===== config.mk =====
export PLATFORM = sky130hd
export DESIGN_NAME = keypad_encoder_flat
export DESIGN_NICKNAME = d
export VERILOG_FILES = /design/src/rtl/keypad_encoder_if.sv /design/src/rtl/keypad_encoder.sv /design/src/flat_wrapper.sv
export SDC_FILE = /design/constraint.sdc
export NUM_CORES = 1
export LEC_CHECK = 0
export BUFFER_PORTS_ARGS = -buffer_cell sky130_fd_sc_hd__buf_2
export CAP_MARGIN = 5
export CORE_UTILIZATION = 35
export CTS_CLUSTER_SIZE = 30
export DETAILED_ROUTE_END_ITERATION = 8
export PLACE_DENSITY = 0.52
export SLEW_MARGIN = 20
export SYNTH_ARGS = -nofsm -noshare
export SYNTH_HDL_FRONTEND = slang
export SYNTH_SLANG_ARGS = --single-unit

===== constraint.sdc =====
create_clock -name clock -period 3.2 [get_ports clock]
set_input_delay 0.16 -clock clock [delete_from_list [all_inputs] [get_ports clock]]
set_output_delay 0.16 -clock clock [all_outputs]
set_load 0.03 [all_outputs]

===== src/rtl/keypad_encoder_if.sv =====
// ============================================================================
// keypad_encoder_if : keypad pins and calculator key-event bundle
// Revision 1.0
// ============================================================================
`default_nettype none

interface keypad_encoder_if;
  logic [3:0] row;
  logic [4:0] col;
  logic       newhex;
  logic [3:0] hexcode;
  logic       newop;
  logic [1:0] opcode;
  logic       eq;
  logic       BS;
  logic       key_held;

  modport master (
    input  row,
    output col, newhex, hexcode, newop, opcode, eq, BS, key_held
  );

  modport slave (
    output row,
    input  col, newhex, hexcode, newop, opcode, eq, BS, key_held
  );
endinterface

`default_nettype wire


===== src/rtl/keypad_encoder.sv =====
// ============================================================================
// keypad_encoder : scans a 4x5 key matrix, debounces, emits one event per press
// Revision 1.0
// ============================================================================
`default_nettype none

module keypad_encoder #(
  parameter int SCAN_DIV        = 1000,
  parameter int DEBOUNCE_CYCLES = 250000
) (
  input  wire logic         clock,
  input  wire logic         reset,
  keypad_encoder_if.master  kp
);

  typedef enum logic [1:0] {
    SCAN     = 2'd0,
    DEBOUNCE = 2'd1,
    PRESSED  = 2'd2,
    RELEASE  = 2'd3
  } state_t;

  localparam int DIV_W = (SCAN_DIV > 1) ? $clog2(SCAN_DIV) : 1;
  localparam int DEB_W = $clog2(DEBOUNCE_CYCLES + 1);
  localparam logic [DIV_W-1:0] DIV_LAST = DIV_W'(SCAN_DIV - 1);
  localparam logic [DEB_W-1:0] DEB_LAST = DEB_W'(DEBOUNCE_CYCLES - 1);

  state_t           state_q, state_d;
  logic [3:0]       rs1_q, rs_q;
  logic [2:0]       cidx_q, cidx_d;
  logic [1:0]       rowi_q, rowi_d;
  logic [DIV_W-1:0] div_q, div_d;
  logic [DEB_W-1:0] deb_q, deb_d;
  logic             newhex_q, newhex_d, newop_q, newop_d, eq_q, eq_d, bs_q, bs_d;
  logic             held_q, held_d;
  logic [3:0]       hexcode_q, hexcode_d;
  logic [1:0]       opcode_q, opcode_d;

  logic [1:0] lowest;
  logic       any_low;
  logic [2:0] cidx_next;

  // Lowest active row index wins when several rows are low
  always_comb begin
    lowest = 2'd3;
    if (!rs_q[0])      lowest = 2'd0;
    else if (!rs_q[1]) lowest = 2'd1;
    else if (!rs_q[2]) lowest = 2'd2;
  end

  assign any_low   = (rs_q != 4'b1111);
  assign cidx_next = (cidx_q == 3'd4) ? 3'd0 : cidx_q + 3'd1;

  always_ff @(posedge clock or posedge reset) begin
    if (reset) begin
      rs1_q     <= 4'b1111;
      rs_q      <= 4'b1111;
      state_q   <= SCAN;
      cidx_q    <= 3'd0;
      rowi_q    <= 2'd0;
      div_q     <= '0;
      deb_q     <= '0;
      newhex_q  <= 1'b0;
      newop_q   <= 1'b0;
      eq_q      <= 1'b0;
      bs_q      <= 1'b0;
      held_q    <= 1'b0;
      hexcode_q <= 4'd0;
      opcode_q  <= 2'd0;
    end else begin
      rs1_q     <= kp.row;
      rs_q      <= rs1_q;
      state_q   <= state_d;
      cidx_q    <= cidx_d;
      rowi_q    <= rowi_d;
      div_q     <= div_d;
      deb_q     <= deb_d;
      newhex_q  <= newhex_d;
      newop_q   <= newop_d;
      eq_q      <= eq_d;
      bs_q      <= bs_d;
      held_q    <= held_d;
      hexcode_q <= hexcode_d;
      opcode_q  <= opcode_d;
    end
  end

  always_comb begin
    state_d   = state_q;
    cidx_d    = cidx_q;
    rowi_d    = rowi_q;
    div_d     = div_q;
    deb_d     = deb_q;
    newhex_d  = 1'b0;
    newop_d   = 1'b0;
    eq_d      = 1'b0;
    bs_d      = 1'b0;
    held_d    = held_q;
    hexcode_d = hexcode_q;
    opcode_d  = opcode_q;

    unique case (state_q)
      SCAN: begin
        if (div_q == DIV_LAST) begin
          div_d = '0;
          deb_d = '0;
          if (any_low) begin
            rowi_d  = lowest;
            state_d = DEBOUNCE;
          end else begin
            cidx_d = cidx_next;
          end
        end else begin
          div_d = div_q + 1'b1;
        end
      end

      DEBOUNCE: begin
        if (!any_low || (lowest != rowi_q)) begin
          state_d = SCAN;
          div_d   = '0;
        end else if (deb_q == DEB_LAST) begin
          // Pulse is registered so it is high on the first PRESSED clock
          state_d = PRESSED;
          held_d  = 1'b1;
          if (cidx_q == 3'd4) begin
            unique case (rowi_q)
              2'd0: begin newop_d = 1'b1; opcode_d = 2'd0; end
              2'd1: begin newop_d = 1'b1; opcode_d = 2'd1; end
              2'd2: eq_d = 1'b1;
              default: bs_d = 1'b1;
            endcase
          end else begin
            newhex_d  = 1'b1;
            hexcode_d = {rowi_q, cidx_q[1:0]};
          end
        end else begin
          deb_d = deb_q + 1'b1;
        end
      end

      PRESSED: begin
        if (!any_low) begin
          state_d = RELEASE;
          deb_d   = '0;
        end
      end

      default: begin
        if (any_low) begin
          deb_d = '0;
        end else if (deb_q == DEB_LAST) begin
          held_d  = 1'b0;
          cidx_d  = cidx_next;
          div_d   = '0;
          state_d = SCAN;
        end else begin
          deb_d = deb_q + 1'b1;
        end
      end
    endcase
  end

  always_comb begin
    kp.col = 5'b11111;
    unique case (cidx_q)
      3'd0:    kp.col = 5'b11110;
      3'd1:    kp.col = 5'b11101;
      3'd2:    kp.col = 5'b11011;
      3'd3:    kp.col = 5'b10111;
      default: kp.col = 5'b01111;
    endcase
  end

  assign kp.newhex   = newhex_q;
  assign kp.hexcode  = hexcode_q;
  assign kp.newop    = newop_q;
  assign kp.opcode   = opcode_q;
  assign kp.eq       = eq_q;
  assign kp.BS       = bs_q;
  assign kp.key_held = held_q;

endmodule

`default_nettype wire


===== src/flat_wrapper.sv =====
// flat-port wrapper written by rule: the top's interface ports become plain ports
module keypad_encoder_flat 
#(
  parameter int SCAN_DIV        = 1000,
  parameter int DEBOUNCE_CYCLES = 250000
)
  (clock, reset, kp_row, kp_col, kp_newhex, kp_hexcode, kp_newop, kp_opcode, kp_eq, kp_BS, kp_key_held);
  keypad_encoder_if kp_i ();
  input  wire logic clock;
  input  wire logic reset;
  input wire logic [$bits(kp_i.row)-1:0] kp_row;
  output wire logic [$bits(kp_i.col)-1:0] kp_col;
  output wire logic [$bits(kp_i.newhex)-1:0] kp_newhex;
  output wire logic [$bits(kp_i.hexcode)-1:0] kp_hexcode;
  output wire logic [$bits(kp_i.newop)-1:0] kp_newop;
  output wire logic [$bits(kp_i.opcode)-1:0] kp_opcode;
  output wire logic [$bits(kp_i.eq)-1:0] kp_eq;
  output wire logic [$bits(kp_i.BS)-1:0] kp_BS;
  output wire logic [$bits(kp_i.key_held)-1:0] kp_key_held;
  assign kp_i.row = kp_row;
  assign kp_col = kp_i.col;
  assign kp_newhex = kp_i.newhex;
  assign kp_hexcode = kp_i.hexcode;
  assign kp_newop = kp_i.newop;
  assign kp_opcode = kp_i.opcode;
  assign kp_eq = kp_i.eq;
  assign kp_BS = kp_i.BS;
  assign kp_key_held = kp_i.key_held;
  keypad_encoder #(.SCAN_DIV(SCAN_DIV), .DEBOUNCE_CYCLES(DEBOUNCE_CYCLES)) u_core (.clock(clock), .reset(reset), .kp(kp_i));
endmodule

==> impl_metrics.tcl, run 1 <==
set metrics [dict create \
    status "finished with violations" \
    violations "negative hold slack" \
    fin_crit_ns 2.646 \
    critPathKind "register to register" \
    area.growth.synth_to_final_pct 12.40 \
    met3_length_um 272 \
    drtIter0Drc 122 \
    final.setup.tns_ns 0 \
    drt-vias-per-instance 5.530 \
    maxCapViolCount 0 \
    synth-async-reset-ratio_pct 100.0 \
    gp_congestion 0.7759 \
    pwr_density_cell_nw_per_um2 374.7 \
    clkTransAtPathRegs_ns 0.10 \
    cp-startpoint "u_core.state_q[1]" \
    antenna_found_initial 0 \
    highest_layer "met4" \
    gr-total-overflow 0 \
    grt_pass1_wl_um 11050 \
    die_x_um 94.40 \
    die_area_um2 8910 \
    cts_buffers 5 \
    cp-start-kind "register" \
    worst-path-max-fanout 16 \
    ctsRootBufferMaster "clkbuf_8" \
    slew_viol_final 0 \
    synth-edff-count 0 \
    whs_ns -0.02710 \
    dp_hpwl_um 4522 \
    core_area_um2 8258 \
    crit_family "simple AND/OR/NAND/NOR gates" \
    htree_levels 2 \
    tightestPinTransition_ns 0.8315 \
    start_util_pct 36.18 \
    wl_met1_um 3357 \
    place_inst 420 \
    io_buffers 20 \
    setup_viol 0 \
    grt_start_max_net_pins 48 \
    netlist.area_leader.share_pct 37.69 \
    rows 33 \
    fp.dieH_um 94.40 \
    fin_crit_sh_pct 82.69 \
    crit_chain "inv_1 > ha_1 > inv_1 > mux2_2 > or3_1 > o41ai_1" \
    cts_tree "done" \
    max_freq_mhz 377.9 \
    ir_worst_vdd_v 0.0002695 \
    nets 343 \
    synth_ff_type "dfrtp_1" \
    final_layout_size_suffix_gt1_share_pct 17.74 \
    max_stage_delay_ns 0.60 \
    insertion_delay_ns 0.31 \
    ys_ff_latch 53 \
    arrival_ns 2.85 \
    synth_top_area_cell "dfrtp_1" \
    met2_length_um 2869 \
    antenna_cells 0 \
    clk_path_buf_depth 2 \
    p_leak_nw 1.448 \
    required_ns 3.40 \
    yosys-top-cells-area "dfrtp_1 (38%), dfstp_2 (7.0%), o31ai_1 (4.8%)" \
    yosysWarnings 0 \
    hold_viol 31 \
    slew_headroom_pct 44.57 \
    antenna_left 0 \
    synth_area_per_cell_um2 9.764 \
    post-route-drc-count 0 \
    cp-end-kind "register" \
    fin_util_pct 40.67 \
    avgRoutedWirePerCell_um 15.18 \
    syn_area_um2 2988 \
    clock_sink_count 53 \
    r2r-start "u_core.state_q[1]" \
    io-pin-count 22 \
    finalPower_w 0.001258 \
    min_path_type "input pin to async pin" \
    wl_um 6559 \
    grt_usage_pct 16.05 \
    grt_pass1_vias 2182 \
    yosys.cell_types.count 54 \
    synthCells 306 \
    cpMostUsedCell "inv_1" \
    rsz0062_at_grt "no" \
    synth_fp_nets 323 \
    skew_ns 0.01334 \
    critPathBufInv 2 \
    cpMaxStageDelayCell "or3_1" \
    final_cells 432 \
    postCtsResizedCells 0 \
    yosysSeqAreaShare_pct 44.72 \
    vias 2389 \
    postCtsSetupBuffers 0 \
    first_pass_iters 4 \
]
## state kept, by name, indices dropped and copies added (netlist names)
register,flops
u_core.kp.BS,1
u_core.kp.key_held,1
u_core.kp.eq,1
u_core.div_q,10
u_core.deb_q,18
u_core.kp.newhex,1
u_core.rowi_q,2
u_core.cidx_q,3
u_core.kp.hexcode,4
u_core.kp.opcode,1
u_core.rs_q,4
u_core.kp.newop,1
u_core.state_q,2
u_core.rs1_q,4
## where the power goes
part,leakage [nW],switching (W),internal (W)
Combinational,0.680,0.0000204,0.00000847
Clock,0.0687,0.000231,0.000315
Sequential,0.699,0.00000444,0.000679
Total,1.45,0.000256,0.00100
## metal layers
| layer | up-vias | global-route usage (%) |
|---|---|---|
| li1 | 1194 | - |
| met1 | 1138 | 23.69 |
| met2 | 52 | 23.55 |
| met3 | 5 | 2.899 |
| met4 | 0 | 5.128 |
| met5 | - | 0 |
## cells by family (layout without fill, tap and decap cells)
logic type               count (synthesis)  after routing  synth area share, %
adder cells (fa/ha/maj)                 11             11                4.606
AO/OA/AOI/OAI                           75             75                19.14
buffers and inverters                   38             59                5.486
other                                    1              1               0.1255
AND/OR/NAND/NOR                        114            114                20.81
flip-flops                              53             53                44.72
multiplexers                            14             14                5.109
## timing repair
item	in CTS	in global routing
hold buffers	4	0
endpoints found under the hold margin	4	0
setup endpoints to repair	0	0
## placed cells by master, fill, tap and decap left out, types with 7 or more instances in the layout
master	count
nand3_1	19
dfstp_2	8
a31oi_1	13
mux2_2	10
ha_1	11
buf_2	20
nand2_1	17
nor2_1	22
o31ai_1	19
nand4_1	8
nor3_1	12
dfrtp_1	45
a21oi_1	7
inv_1	20
## final cells by class
type                    count  area [µm²]
fillers                   860        4900
well taps                 105       131.4
inverters                  21       80.08
clock buffers               5       68.82
flip-flops and latches     53        1336
multi-input cells         215        1488
clock inverters             3       68.82
repair buffers             30       185.2
## Yosys cell counts, drive strengths merged, types with 9 or more instances
cell type,instances
dfrtp,45
nor3,12
inv,21
clkbuf,9
nor2,22
mux2,10
ha,11
nand3,19
o31ai,19
nand2,17
a31oi,13
## final timing paths
check / end / slack [ns] / cells after the start
worst max-delay path: u_core.deb_q[6] / 0.55 / 6
worst min-delay path: u_core.deb_q[2] / -0.03 / 2
worst max register to register: u_core.deb_q[6] / 0.55 / 6
worst min register to register: u_core.rs_q[1] / 0.36 / 0
max in group asynchronous: u_core.rs_q[3] / 2.56 / 3
min in group clock: u_core.rs_q[1] / 0.36 / 0
## metrics by stage
step                      setup WS [ns]  area (µm²)
after floorplan                  0.9702        2988
after global placement           0.6540        3179
after detailed placement         0.5763        3179
after CTS                        0.5626        3357
after global routing             0.4114        3358
final                            0.5539        3358
No activity file was read; power rests on OpenSTA's default activity.
==> run 2, diff against run 1 <==
==> constraint.sdc (replaced) <==
create_clock -name clock -period 2.72 [get_ports clock]
set_input_delay 0.136 -clock clock [delete_from_list [all_inputs] [get_ports clock]]
set_output_delay 0.136 -clock clock [all_outputs]
set_load 0.03 [all_outputs]
==> run 2 against run 1 <==
Fmax up 10%. Worst setup slack got worse by 0.23 ns. Clock power fell by 3%. Sequential power grew 18%. Wire length rose by 2.5%. Clock-buffer cell count rose by 1. Final cell count increased by 1.4%. Sequential cell count did not move. The run now ends clean. Largest cell class unchanged.
==> impl_metrics.tcl, run 2 (synthesized netlist as in run 1, its figures left out) <==
set metrics [dict create \
    fillers 812 \
    io_buffers 20 \
    grt_pass1_vias 2381 \
    registers.top_by_ff_count "u_core.deb_q" \
    gr-total-overflow 0 \
    hold_viol 0 \
    fin_crit_sh_pct 88.23 \
    start_util_pct 36.18 \
    die_x_um 94.40 \
    antenna_found_initial 0 \
    setup_viol 0 \
    final.setup.tns_ns 0 \
    status "completed" \
    ir_worst_vdd_v 0.0002103 \
    io-pin-count 22 \
    insertion_delay_ns 0.31 \
    place_ws_ns 0.2944 \
    final_common_cell "dfrtp_1" \
    antenna_cells 0 \
    grt_usage_pct 16.95 \
    clock_sink_count 53 \
    worst-path-max-fanout 14 \
    postCtsResizedCells 0 \
    fin_crit_ns 2.400 \
    cts_buffers 5 \
    rows 33 \
    postCtsSetupBuffers 0 \
    slew_headroom_pct 53.29 \
    core_area_um2 8258 \
    clk_path_buf_depth 2 \
    clkTransAtPathRegs_ns 0.10 \
    first_pass_iters 4 \
    min_path_type "input pin to async pin" \
    maxCapViolCount 0 \
    wl_um 6726 \
    grt_pass1_wl_um 11840 \
    skew_ns 0.01388 \
    final_layout_size_suffix_gt1_share_pct 18.92 \
    tightestPinTransition_ns 0.7006 \
    layout_common_cells "dfrtp_1 (45), nor2_1 (22), inv_1 (20), buf_2 (20)" \
    fp.dieH_um 94.40 \
    critPathKind "register to register" \
    pwr_density_cell_nw_per_um2 406.1 \
    drtIter0Drc 123 \
    area.growth.synth_to_final_pct 12.86 \
    avgRoutedWirePerCell_um 15.36 \
    vias 2420 \
    rsz0062_at_grt "no" \
    largest_register_ffs 18 \
    seq_area_um2 1336 \
    grt_start_max_net_pins 54 \
    slew_viol_final 0 \
    dp_hpwl_um 4678 \
    ctsRootBufferMaster "clkbuf_8" \
    timing.final.ws_setup_ns 0.3202 \
    p_leak_nw 1.461 \
    max_freq_mhz 416.7 \
    arrival_ns 2.60 \
    post-route-drc-count 0 \
    required_ns 2.92 \
    die_area_um2 8910 \
    cts_tree "done" \
    antenna_left 0 \
    gp_congestion 0.7581 \
    cp-start-kind "register" \
    drt-vias-per-instance 5.525 \
    cp-end-kind "register" \
    largestRegisters "u_core.deb_q: 18 flops, u_core.div_q: 10 flops" \
    nets 349 \
    htree_levels 2 \
    multiInputGateArea_um2 1488 \
]
-- run 2: changes by cell type in the layout (fill, tap and decap cells not counted), sizes merged --
cell    change
buf         +6
clkbuf      +1
bufinv      -1
-- run 2: path summary, 6_finish.rpt --
check	from	endpoint	slack, ns	cells past startpoint
worst max register to register	u_core.div_q[0]	u_core.deb_q[6]	0.32	6
min in group clock	u_core.rs1_q[2]	u_core.rs_q[2]	0.36	0
worst max-delay path	u_core.div_q[0]	u_core.deb_q[6]	0.32	6
worst min-delay path	reset	u_core.state_q[1]	0.02	3
max in group asynchronous	reset	u_core.state_q[0]	2.25	3
worst min register to register	u_core.rs1_q[2]	u_core.rs_q[2]	0.36	0
-- run 2: timing repair --
action / in CTS / in global routing
endpoints found under the hold margin: 4 / 0
setup endpoints to repair: 0 / 0
hold buffers: 4 / 0
-- run 2: metrics by stage --
step	std cells	utilization [%]	hold slack [ns]	area (µm²)	total power, W
6_report	438	40.83	0.01909	3372	0.001369
3_5_place_dp	426	39.05	0.2432	3224	0.0008510
4_1_cts	438	40.83	0.03641	3372	0.001395
5_1_grt	438	40.83	0.06947	3372	0.001446
2_1_floorplan	306	-	0.1405	2988	0.0008379
3_3_place_gp	426	39.05	0.2436	3224	0.0008510
-- run 2: worst max-delay path: stages (launching register included) --
cell       delay, ns
dfrtp_1         0.41
ha_1            0.23
nand4bb_1       0.13
o31a_1          0.32
a21o_1          0.17
or3_1           0.62
o41ai_1         0.42
-- run 2: per-layer routing --
metal  wire length (µm)  share of wire (%)  track usage (%)
met1               3359                 50            23.94
met2               3103                 46            26.81
met3                215                3.2            3.140
met4                 47               0.70            3.846
met5                  0                  0                0
-- run 2: layout make-up --
type	instances	area share, %
clock buffers	6	2.152
clock inverters	2	1.039
inverters	21	2.338
multi-input cells	215	44.12
flip-flops and latches	53	39.63
well taps	105	3.896
repair buffers	36	6.827
-- run 2: report_power, final --
part           total (W)  leakage [nW]  switching, W  internal [W]
clock network   0.000531        0.0552      0.000257      0.000274
registers       0.000805         0.699    0.00000650      0.000799
logic          0.0000338         0.707     0.0000239    0.00000989
